--- config.mk ---
export PLATFORM = sky130hd
export DESIGN_NAME = mem_stage_flat
export DESIGN_NICKNAME = d
export VERILOG_FILES = /design/src/rtl/mem_stage_if.sv /design/src/rtl/mem_stage.sv /design/src/flat_wrapper.sv
export SDC_FILE = /design/constraint.sdc
export NUM_CORES = 1
export LEC_CHECK = 0
export BUFFER_PORTS_ARGS = -buffer_cell sky130_fd_sc_hd__buf_2
export CORE_MARGIN = 10
export CORE_UTILIZATION = 47
export DETAILED_ROUTE_END_ITERATION = 6
export GPL_ROUTABILITY_DRIVEN = 1
export GPL_TIMING_DRIVEN = 0
export MAX_ROUTING_LAYER = met4
export PLACE_DENSITY = 0.78
export REMOVE_ABC_BUFFERS = 1
export SLEW_MARGIN = 20
export SYNTH_ARGS = -nofsm -noshare
export SYNTH_HDL_FRONTEND = slang
export SYNTH_SLANG_ARGS = --single-unit
--- constraint.sdc ---
create_clock -name clk -period 2.18 [get_ports clk]
set_input_delay 0.327 -clock clk [delete_from_list [all_inputs] [get_ports clk]]
set_output_delay 0.327 -clock clk [all_outputs]
set_load 0.1 [all_outputs]
--- src/rtl/mem_stage_if.sv ---
// Data-cache request/response channel between the MEM stage (master) and the cache (slave).
interface mem_stage_if;
  logic        data_req;
  logic        data_wr;
  logic [1:0]  data_size;
  logic [31:0] data_addr;
  logic [3:0]  data_wstrb;
  logic [31:0] data_wdata;
  logic        data_addr_ok;
  logic        data_data_ok;
  logic [31:0] data_rdata;

  modport master (
    output data_req, data_wr, data_size, data_addr, data_wstrb, data_wdata,
    input  data_addr_ok, data_data_ok, data_rdata
  );

  modport slave (
    input  data_req, data_wr, data_size, data_addr, data_wstrb, data_wdata,
    output data_addr_ok, data_data_ok, data_rdata
  );
endinterface

--- src/rtl/mem_stage.sv ---
// Pipeline MEM stage: issues data-cache requests, aligns load data, hands results to WB.
// Optional macro MEM_LOAD_FWD_EN forwards completed load data to ID from the DONE state.
//
// state | meaning
// IDLE  | no instruction resident
// REQ   | memory request presented, waiting for data_addr_ok
// WAIT  | request accepted by cache, waiting for data_data_ok
// DONE  | result ready, offered to WB
// DRAIN | flushed after request acceptance, swallowing the orphan data_data_ok
module mem_stage (
  input  logic        clk,
  input  logic        rst,
  input  logic        ex_valid_in,
  input  logic [31:0] ex_pc,
  input  logic [4:0]  ex_op_ld,
  input  logic [2:0]  ex_op_st,
  input  logic [31:0] ex_result,
  input  logic [31:0] ex_st_data,
  input  logic        ex_rf_we,
  input  logic [4:0]  ex_rf_waddr,
  input  logic        ex_except,
  input  logic        flush,
  output logic        mem_allowin,
  mem_stage_if.master dbus,
  input  logic        wb_allowin,
  output logic        wb_valid,
  output logic [31:0] wb_pc,
  output logic        wb_rf_we,
  output logic [4:0]  wb_rf_waddr,
  output logic [31:0] wb_rf_wdata,
  output logic        front_valid,
  output logic [4:0]  front_addr,
  output logic [31:0] front_data,
  output logic        mem_is_load
);

  typedef enum logic [2:0] {S_IDLE, S_REQ, S_WAIT, S_DONE, S_DRAIN} state_t;

  state_t      state_q, state_d;
  logic        valid_q;
  logic [31:0] pc_q, result_q, st_data_q, rdata_q;
  logic [4:0]  ld_q, waddr_q;
  logic [2:0]  st_q;
  logic        rf_we_q, except_q;

  logic        accept, ex_mem_op, is_ld;
  logic [7:0]  ld_byte;
  logic [15:0] ld_half;
  logic [31:0] ld_ext;

  assign is_ld       = (|ld_q) & ~except_q;
  assign ex_mem_op   = ((|ex_op_ld) | (|ex_op_st)) & ~ex_except;
  assign mem_allowin = ((state_q == S_IDLE) & ~valid_q) | ((state_q == S_DONE) & wb_allowin);
  assign accept      = ex_valid_in & mem_allowin & ~flush;

  always_comb begin
    state_d = state_q;
    case (state_q)
      S_IDLE:  if (accept) state_d = ex_mem_op ? S_REQ : S_DONE;
      S_REQ: begin
        if (flush)                  state_d = dbus.data_addr_ok ? S_DRAIN : S_IDLE;
        else if (dbus.data_addr_ok) state_d = S_WAIT;
      end
      S_WAIT: begin
        if (flush)                  state_d = dbus.data_data_ok ? S_IDLE : S_DRAIN;
        else if (dbus.data_data_ok) state_d = S_DONE;
      end
      S_DONE: begin
        if (flush)           state_d = S_IDLE;
        else if (accept)     state_d = ex_mem_op ? S_REQ : S_DONE;
        else if (wb_allowin) state_d = S_IDLE;
      end
      S_DRAIN: if (dbus.data_data_ok) state_d = S_IDLE;
      default: state_d = S_IDLE;
    endcase
  end

  always_ff @(posedge clk) begin
    if (rst) begin
      state_q   <= S_IDLE;
      valid_q   <= 1'b0;
      pc_q      <= '0;
      ld_q      <= '0;
      st_q      <= '0;
      result_q  <= '0;
      st_data_q <= '0;
      rf_we_q   <= 1'b0;
      waddr_q   <= '0;
      except_q  <= 1'b0;
      rdata_q   <= '0;
    end else begin
      state_q <= state_d;
      valid_q <= (state_d == S_REQ) | (state_d == S_WAIT) | (state_d == S_DONE);
      if (accept) begin
        pc_q      <= ex_pc;
        ld_q      <= ex_op_ld;
        st_q      <= ex_op_st;
        result_q  <= ex_result;
        st_data_q <= ex_st_data;
        rf_we_q   <= ex_rf_we;
        waddr_q   <= ex_rf_waddr;
        except_q  <= ex_except;
      end
      if ((state_q == S_WAIT) && dbus.data_data_ok) rdata_q <= ld_ext;
    end
  end

  // Load lane selection and extension; bit order is {ld_b, ld_bu, ld_h, ld_hu, ld_w}.
  always_comb begin
    case (result_q[1:0])
      2'd0:    ld_byte = dbus.data_rdata[7:0];
      2'd1:    ld_byte = dbus.data_rdata[15:8];
      2'd2:    ld_byte = dbus.data_rdata[23:16];
      default: ld_byte = dbus.data_rdata[31:24];
    endcase
    ld_half = result_q[1] ? dbus.data_rdata[31:16] : dbus.data_rdata[15:0];
    ld_ext  = dbus.data_rdata;
    if (ld_q[4])      ld_ext = {{24{ld_byte[7]}}, ld_byte};
    else if (ld_q[3]) ld_ext = {24'd0, ld_byte};
    else if (ld_q[2]) ld_ext = {{16{ld_half[15]}}, ld_half};
    else if (ld_q[1]) ld_ext = {16'd0, ld_half};
  end

  // Store lanes; bit order is {st_b, st_h, st_w}.
  always_comb begin
    dbus.data_wstrb = 4'b0000;
    dbus.data_wdata = 32'd0;
    if (st_q[2]) begin
      dbus.data_wstrb = 4'b0001 << result_q[1:0];
      dbus.data_wdata = {4{st_data_q[7:0]}};
    end else if (st_q[1]) begin
      dbus.data_wstrb = result_q[1] ? 4'b1100 : 4'b0011;
      dbus.data_wdata = {2{st_data_q[15:0]}};
    end else if (st_q[0]) begin
      dbus.data_wstrb = 4'b1111;
      dbus.data_wdata = st_data_q;
    end
  end

  always_comb begin
    dbus.data_size = 2'd0;
    if (ld_q[2] | ld_q[1] | st_q[1]) dbus.data_size = 2'd1;
    else if (ld_q[0] | st_q[0])      dbus.data_size = 2'd2;
  end

  assign dbus.data_req  = (state_q == S_REQ) & ~flush;
  assign dbus.data_wr   = (|st_q) & ~except_q;
  assign dbus.data_addr = result_q;

  assign wb_valid    = valid_q & (state_q == S_DONE);
  assign wb_pc       = pc_q;
  assign wb_rf_we    = rf_we_q;
  assign wb_rf_waddr = waddr_q;
  assign wb_rf_wdata = is_ld ? rdata_q : result_q;

  assign mem_is_load = valid_q & is_ld & (state_q != S_DONE);
  assign front_addr  = waddr_q;
  assign front_data  = wb_rf_wdata;
`ifdef MEM_LOAD_FWD_EN
  assign front_valid = valid_q & rf_we_q & (~is_ld | (state_q == S_DONE));
`else
  assign front_valid = valid_q & rf_we_q & ~is_ld;
`endif

endmodule

--- src/flat_wrapper.sv ---
// flat-port wrapper written by rule: the top's interface ports become plain ports
module mem_stage_flat 
  (clk, rst, ex_valid_in, ex_pc, ex_op_ld, ex_op_st, ex_result, ex_st_data, ex_rf_we, ex_rf_waddr, ex_except, flush, mem_allowin, wb_allowin, wb_valid, wb_pc, wb_rf_we, wb_rf_waddr, wb_rf_wdata, front_valid, front_addr, front_data, mem_is_load, dbus_data_req, dbus_data_wr, dbus_data_size, dbus_data_addr, dbus_data_wstrb, dbus_data_wdata, dbus_data_addr_ok, dbus_data_data_ok, dbus_data_rdata);
  mem_stage_if dbus_i ();
  input  logic clk;
  input  logic rst;
  input  logic ex_valid_in;
  input  logic [31:0] ex_pc;
  input  logic [4:0] ex_op_ld;
  input  logic [2:0] ex_op_st;
  input  logic [31:0] ex_result;
  input  logic [31:0] ex_st_data;
  input  logic ex_rf_we;
  input  logic [4:0] ex_rf_waddr;
  input  logic ex_except;
  input  logic flush;
  output logic mem_allowin;
  input  logic wb_allowin;
  output logic wb_valid;
  output logic [31:0] wb_pc;
  output logic wb_rf_we;
  output logic [4:0] wb_rf_waddr;
  output logic [31:0] wb_rf_wdata;
  output logic front_valid;
  output logic [4:0] front_addr;
  output logic [31:0] front_data;
  output logic mem_is_load;
  output wire logic [$bits(dbus_i.data_req)-1:0] dbus_data_req;
  output wire logic [$bits(dbus_i.data_wr)-1:0] dbus_data_wr;
  output wire logic [$bits(dbus_i.data_size)-1:0] dbus_data_size;
  output wire logic [$bits(dbus_i.data_addr)-1:0] dbus_data_addr;
  output wire logic [$bits(dbus_i.data_wstrb)-1:0] dbus_data_wstrb;
  output wire logic [$bits(dbus_i.data_wdata)-1:0] dbus_data_wdata;
  input wire logic [$bits(dbus_i.data_addr_ok)-1:0] dbus_data_addr_ok;
  input wire logic [$bits(dbus_i.data_data_ok)-1:0] dbus_data_data_ok;
  input wire logic [$bits(dbus_i.data_rdata)-1:0] dbus_data_rdata;
  assign dbus_data_req = dbus_i.data_req;
  assign dbus_data_wr = dbus_i.data_wr;
  assign dbus_data_size = dbus_i.data_size;
  assign dbus_data_addr = dbus_i.data_addr;
  assign dbus_data_wstrb = dbus_i.data_wstrb;
  assign dbus_data_wdata = dbus_i.data_wdata;
  assign dbus_i.data_addr_ok = dbus_data_addr_ok;
  assign dbus_i.data_data_ok = dbus_data_data_ok;
  assign dbus_i.data_rdata = dbus_data_rdata;
  mem_stage u_core (.clk(clk), .rst(rst), .ex_valid_in(ex_valid_in), .ex_pc(ex_pc), .ex_op_ld(ex_op_ld), .ex_op_st(ex_op_st), .ex_result(ex_result), .ex_st_data(ex_st_data), .ex_rf_we(ex_rf_we), .ex_rf_waddr(ex_rf_waddr), .ex_except(ex_except), .flush(flush), .mem_allowin(mem_allowin), .dbus(dbus_i), .wb_allowin(wb_allowin), .wb_valid(wb_valid), .wb_pc(wb_pc), .wb_rf_we(wb_rf_we), .wb_rf_waddr(wb_rf_waddr), .wb_rf_wdata(wb_rf_wdata), .front_valid(front_valid), .front_addr(front_addr), .front_data(front_data), .mem_is_load(mem_is_load));
endmodule
# Word level (Yosys, flattened, before mapping)
# Index checks and enable logic that the tools add are counted.
[classes]
eq_ne = 10
shift = 1
mux = 29
n_bitwise = 25
reduce_logical = 7
[ops]
columns = ["op", "count"]
rows = [
  ["$mux W32", 8],
  ["$mux W3", 11],
  ["$pmux W8 S3", 1],
  ["$mux W16", 1],
  ["$mux W4", 4],
  ["$pmux W3 S5", 1],
  ["$and A1 B1 Y1", 13],
  ["$eq A3 B2 Y1 const B", 4],
  ["$reduce_or A5 Y1", 2],
  ["$or A1 B1 Y1", 7],
  ["$eq A3 B1 Y1 const B", 2],
  ["$mux W2", 3],
  ["$reduce_or A3 Y1", 2],
  ["$not A1 Y1", 5],
  ["$shl A1 B2 Y4 const A", 1],
  ["$eq A3 B3 Y1 const B", 1],
  ["$logic_not A3 Y1", 1],
  ["$ne A3 B2 Y1 const B", 1],
  ["$eq A2 B1 Y1 const B", 1],
  ["$eq A2 B2 Y1 const B", 1],
  ["$logic_not A2 Y1", 1],
  ["$logic_and A1 B1 Y1", 1],
]
[totals]
regBits = 147
in_bits = 150
output_inout_bits = 183
word_cells = 83

# Logic depth before layout (Yosys ltp)
[logic_depth]
depth_word = 11
ltp_mapped = 7
ltp_nobuf = 4

# Worst setup path after synthesis
# OpenSTA, ideal clock, no wires.
[synth_path]
path_type = "reg-to-output"
from = "reg u_core.result_q[1] (netlist: u_core.dbus.data_addr[1])"
to = "out wb_rf_wdata[1]"
arrival_ps = 4346
required_time_ps = 1853
path_slack_ps = -2493
path_stages_with_launch = 6
path_buffers = 3
path_cell_list = "dfxtp_1 > buf_6 > clkbuf_1 > inv_1 > o21ai_0 > buf_4"
[synth_between]
elab_chain_cells = 1
[synth_rtl]
columns = ["element", "line_no", "text"]
rows = [
  ["start, declared", "mem_stage.sv:41", "logic [31:0] pc_q, result_q, st_data_q, rdata_q;"],
  ["start signal, assigned", "mem_stage.sv:98", "result_q <= ex_result;"],
  ["$mux W32", "mem_stage.sv:154", "assign wb_rf_wdata = is_ld ? rdata_q : result_q;"],
  ["end, declared", "flat_wrapper.sv:23", "output logic [31:0] wb_rf_wdata;"],
]
# Every way passes these cells.

# Worst setup path in the final report
[layout_path]
from = "reg u_core.ld_q[4]"
to = "out front_data[0]"
[layout_between]
elab_chain_cells = 3
[layout_rtl]
columns = ["element", "line_no", "text"]
rows = [
  ["start, declared", "mem_stage.sv:42", "logic [4:0] ld_q, waddr_q;"],
  ["start signal, assigned", "mem_stage.sv:96", "ld_q <= ex_op_ld;"],
  ["$reduce_or A5 Y1", "mem_stage.sv:51", "assign is_ld = (|ld_q) & ~except_q;"],
  ["$and A1 B1 Y1", "mem_stage.sv:51", ""],
  ["$mux W32", "mem_stage.sv:154", ""],
  ["end, declared", "flat_wrapper.sv:26", "output logic [31:0] front_data;"],
]
# Every way passes these cells.

==> results.toml <==
[run_status]
status = "finished with violations"
violations = "setup timing"

[sta]
max_freq_mhz = 416
skew_ps = 6.85
max_slew_margin_pct = 27.6
timing.final.crit_share_pct = 110
worst_slew_pin_slew_ps = 1080
setup_slack_ps = -227
timing.final.crit_period_ps = 2410
finalHoldViolations = 0
fin_tns_setup_ps = -11740
slew_viol_final = 0
rsz0062_at_grt = "true"
setup_violations = 66

[floorplanning]
start_util_pct = 47.8
die_w_um = 142
ios = 333
dieArea_mm2 = 0.0201
rows = 44
die_y_um = 142
core_area_mm2 = 0.0145

[synth]
synth_area_leaders = "dfxtp_1 42%, nand2_1 16%, a21oi_1 11%"
synth_area_per_cell_um2 = 7.74
synth_top_area_share_pct = 42.3
async_flop_share_pct = 0
synth_area_leader_cell = "dfxtp_1"
synth_common_cells = "293 x nand2_1, 156 x a21oi_1, 147 x dfxtp_1"
synth_most_common_cell = "nand2_1"
seq_area_frac_synth_pct = 42.3
ys_ff_latch = 147
synthCells = 898
synth_area_mm2 = 0.00695
synth_edf_count = 0
synth_ff_type = "dfxtp_1"
ys_types = 40
yosysWarnings = 0

[pwr]
p_per_area_mw_per_mm2 = 855
p_sw_mw = 3.34
p_int_mw = 5.30
irDropWorstVdd_uv = 588
p_sw_share_pct = 38.7
p_seq_share_pct = 34.2
finalPower_mw = 8.64
power_frac_clock_pct = 33.2
combinationalPowerShare_pct = 32.6
leakage_nw = 4.54

[place]
dpl.hpwl_um = 18200
gp_congestion = 0.857
portBuffers = 332
placed_cells = 1327

[drt]
drt_pass1_iterations = 5
ant_nets = 0
drc = 0
wirelength_um = 26900
avgRoutedWirePerCell_um = 19.7
viasPerCell = 5.46
vias = 7485
first_iter_violations = 609

[setup_path]
cp_max_fo = 20
path_class = "flip-flop to output port"
startpoint_type = "flip-flop"
cp-end-kind = "output port"
cp.required_ps = 1850
rrSetupSlack_ps = 80
rr_endpoint = "u_core.dbus.data_addr[28]"
cp.arrival_ps = 2080
r2r-start = "u_core.state_q[2]"
r2r_cells = 9

[flow_run]
max-cap-violations = 0

[finish]
drive_above_1_share_pct = 39.3
final_net_count = 1320
ff_latch_area_mm2 = 0.00297
postLayoutCoreUtil_pct = 69.6
multi_input_area_mm2 = 0.00351
final_cells = 1370
fill_cells = 1084
syn_to_final_growth_pct = 45.5

[clocking]
htree_levels = 4
cts.sink_count = 147
clkTransAtPathRegs_ps = 60
cts_tree = "yes"
cts_buffers = 17
clock_latency_ps = 420
cts_max_path_buffers = 2
cts-root-buf = "clkbuf_16"

[grt]
grt_pass1_wl_um = 38800
grt_pass1_vias = 7210
grt_max_degree = 79
overflow = 0
antenna_found_initial = 3
track_usage_pct = 24.7

[worst_hold_path]
hold_depth = 3
min-delay-start = "ex_pc[27]"
hp-class = "input pin to flip-flop"
min_to = "u_core.wb_pc[27]"
-- registers in the layout, summed over array words and instances (netlist names) --
signal                 count
u_core.st_data_q          32
u_core.state_q             3
u_core.wb_pc              32
u_core.wb_rf_we            1
u_core.front_addr          5
u_core.st_q                3
u_core.except_q            1
u_core.ld_q                5
u_core.dbus.data_addr     32
u_core.rdata_q            32
u_core.valid_q             1
-- worst max-delay path: stages, from the launching register on --
cell,delay (ps)
dfxtp_4,370
nor4_4,390
a21oi_4,140
buf_16,190
mux2_4,370
buf_12,180
-- power groups by stage --
stage / clock network, mW / logic, mW / registers, mW
detailed placement: 0 / 2.47 / 3.01
global placement: 0 / 2.41 / 3.00
floorplan: 0 / 1.35 / 3.51
global route: 3.01 / 2.92 / 2.97
finish: 2.87 / 2.81 / 2.95
CTS: 2.90 / 2.68 / 2.95
-- placed cells by master, fill, tap and decap left out, types with 5 or more instances in the layout --
cell type	n
nand2_1	293
mux2_4	9
clkbuf_16	17
a21oi_1	156
buf_8	21
o21ai_0	48
buf_4	43
buf_12	34
mux2_2	37
dfxtp_4	5
dfxtp_2	5
nor2b_1	10
buf_2	235
inv_1	6
nor2_1	29
mux4_2	8
buf_6	18
dfxtp_1	137
mux2i_1	8
-- worst max path at each step --
stage                           start           endpoint  cells after the start
floorplan              u_core.ld_q[2]      front_data[1]                      3
global placement    u_core.state_q[0]  u_core.state_q[1]                      4
detailed placement     u_core.ld_q[2]     wb_rf_wdata[0]                      5
CTS                    u_core.ld_q[1]     wb_rf_wdata[0]                      5
global route           u_core.ld_q[4]      front_data[0]                      5
finish                 u_core.ld_q[4]      front_data[0]                      5
-- final cells by class --
class	count	area share, %
clock inverters	12	1.32
flip-flops and latches	147	29.4
inverters	6	0.223
clock buffers	19	4.38
well taps	184	2.28
multi-input cells	643	34.7
diodes	4	0.0990
repair buffers	355	27.6
-- routing by layer --
metal | wire, µm | part of all wire [%] | GRT usage (%)
met5 | 0 | 0 | -
met4 | 758 | 2.8 | 9.63
met3 | 2700 | 10 | 7.41
met2 | 13700 | 51 | 41.5
met1 | 9740 | 36 | 26.8
-- timing repair --
action / in CTS / in global routing
endpoints found under the setup margin: 176 / 117
setup buffers: 7 / 5
hold buffers: 0 / 0
gates cloned: 0 / 1
resized for setup: 204 / 87
pin swaps: 3 / 4
-- through the flow --
stage | setup WS [ps] | instance area (µm²) | hold WS [ps]
after global placement | -5430 | 8270 | 438
after detailed placement | -843 | 8490 | 443
after global routing | -278 | 10100 | 136
after floorplan | -3920 | 6380 | 396
final | -227 | 10100 | 144
after CTS | -160 | 9750 | 128
-- logic make-up (layout without fill, tap and decap cells) --
| kind of cell | after synthesis | after routing | synth area share [%] |
|---|---|---|---|
| AO/OA/AOI/OAI | 224 | 224 | 17.2 |
| buffers and inverters | 109 | 392 | 8.57 |
| flip-flops | 147 | 147 | 42.3 |
| multiplexers | 62 | 62 | 11.2 |
| other | 0 | 4 | 0 |
| AND/OR/NAND/NOR | 356 | 357 | 20.7 |
Note: power is estimated with default switching activity, not from simulation.
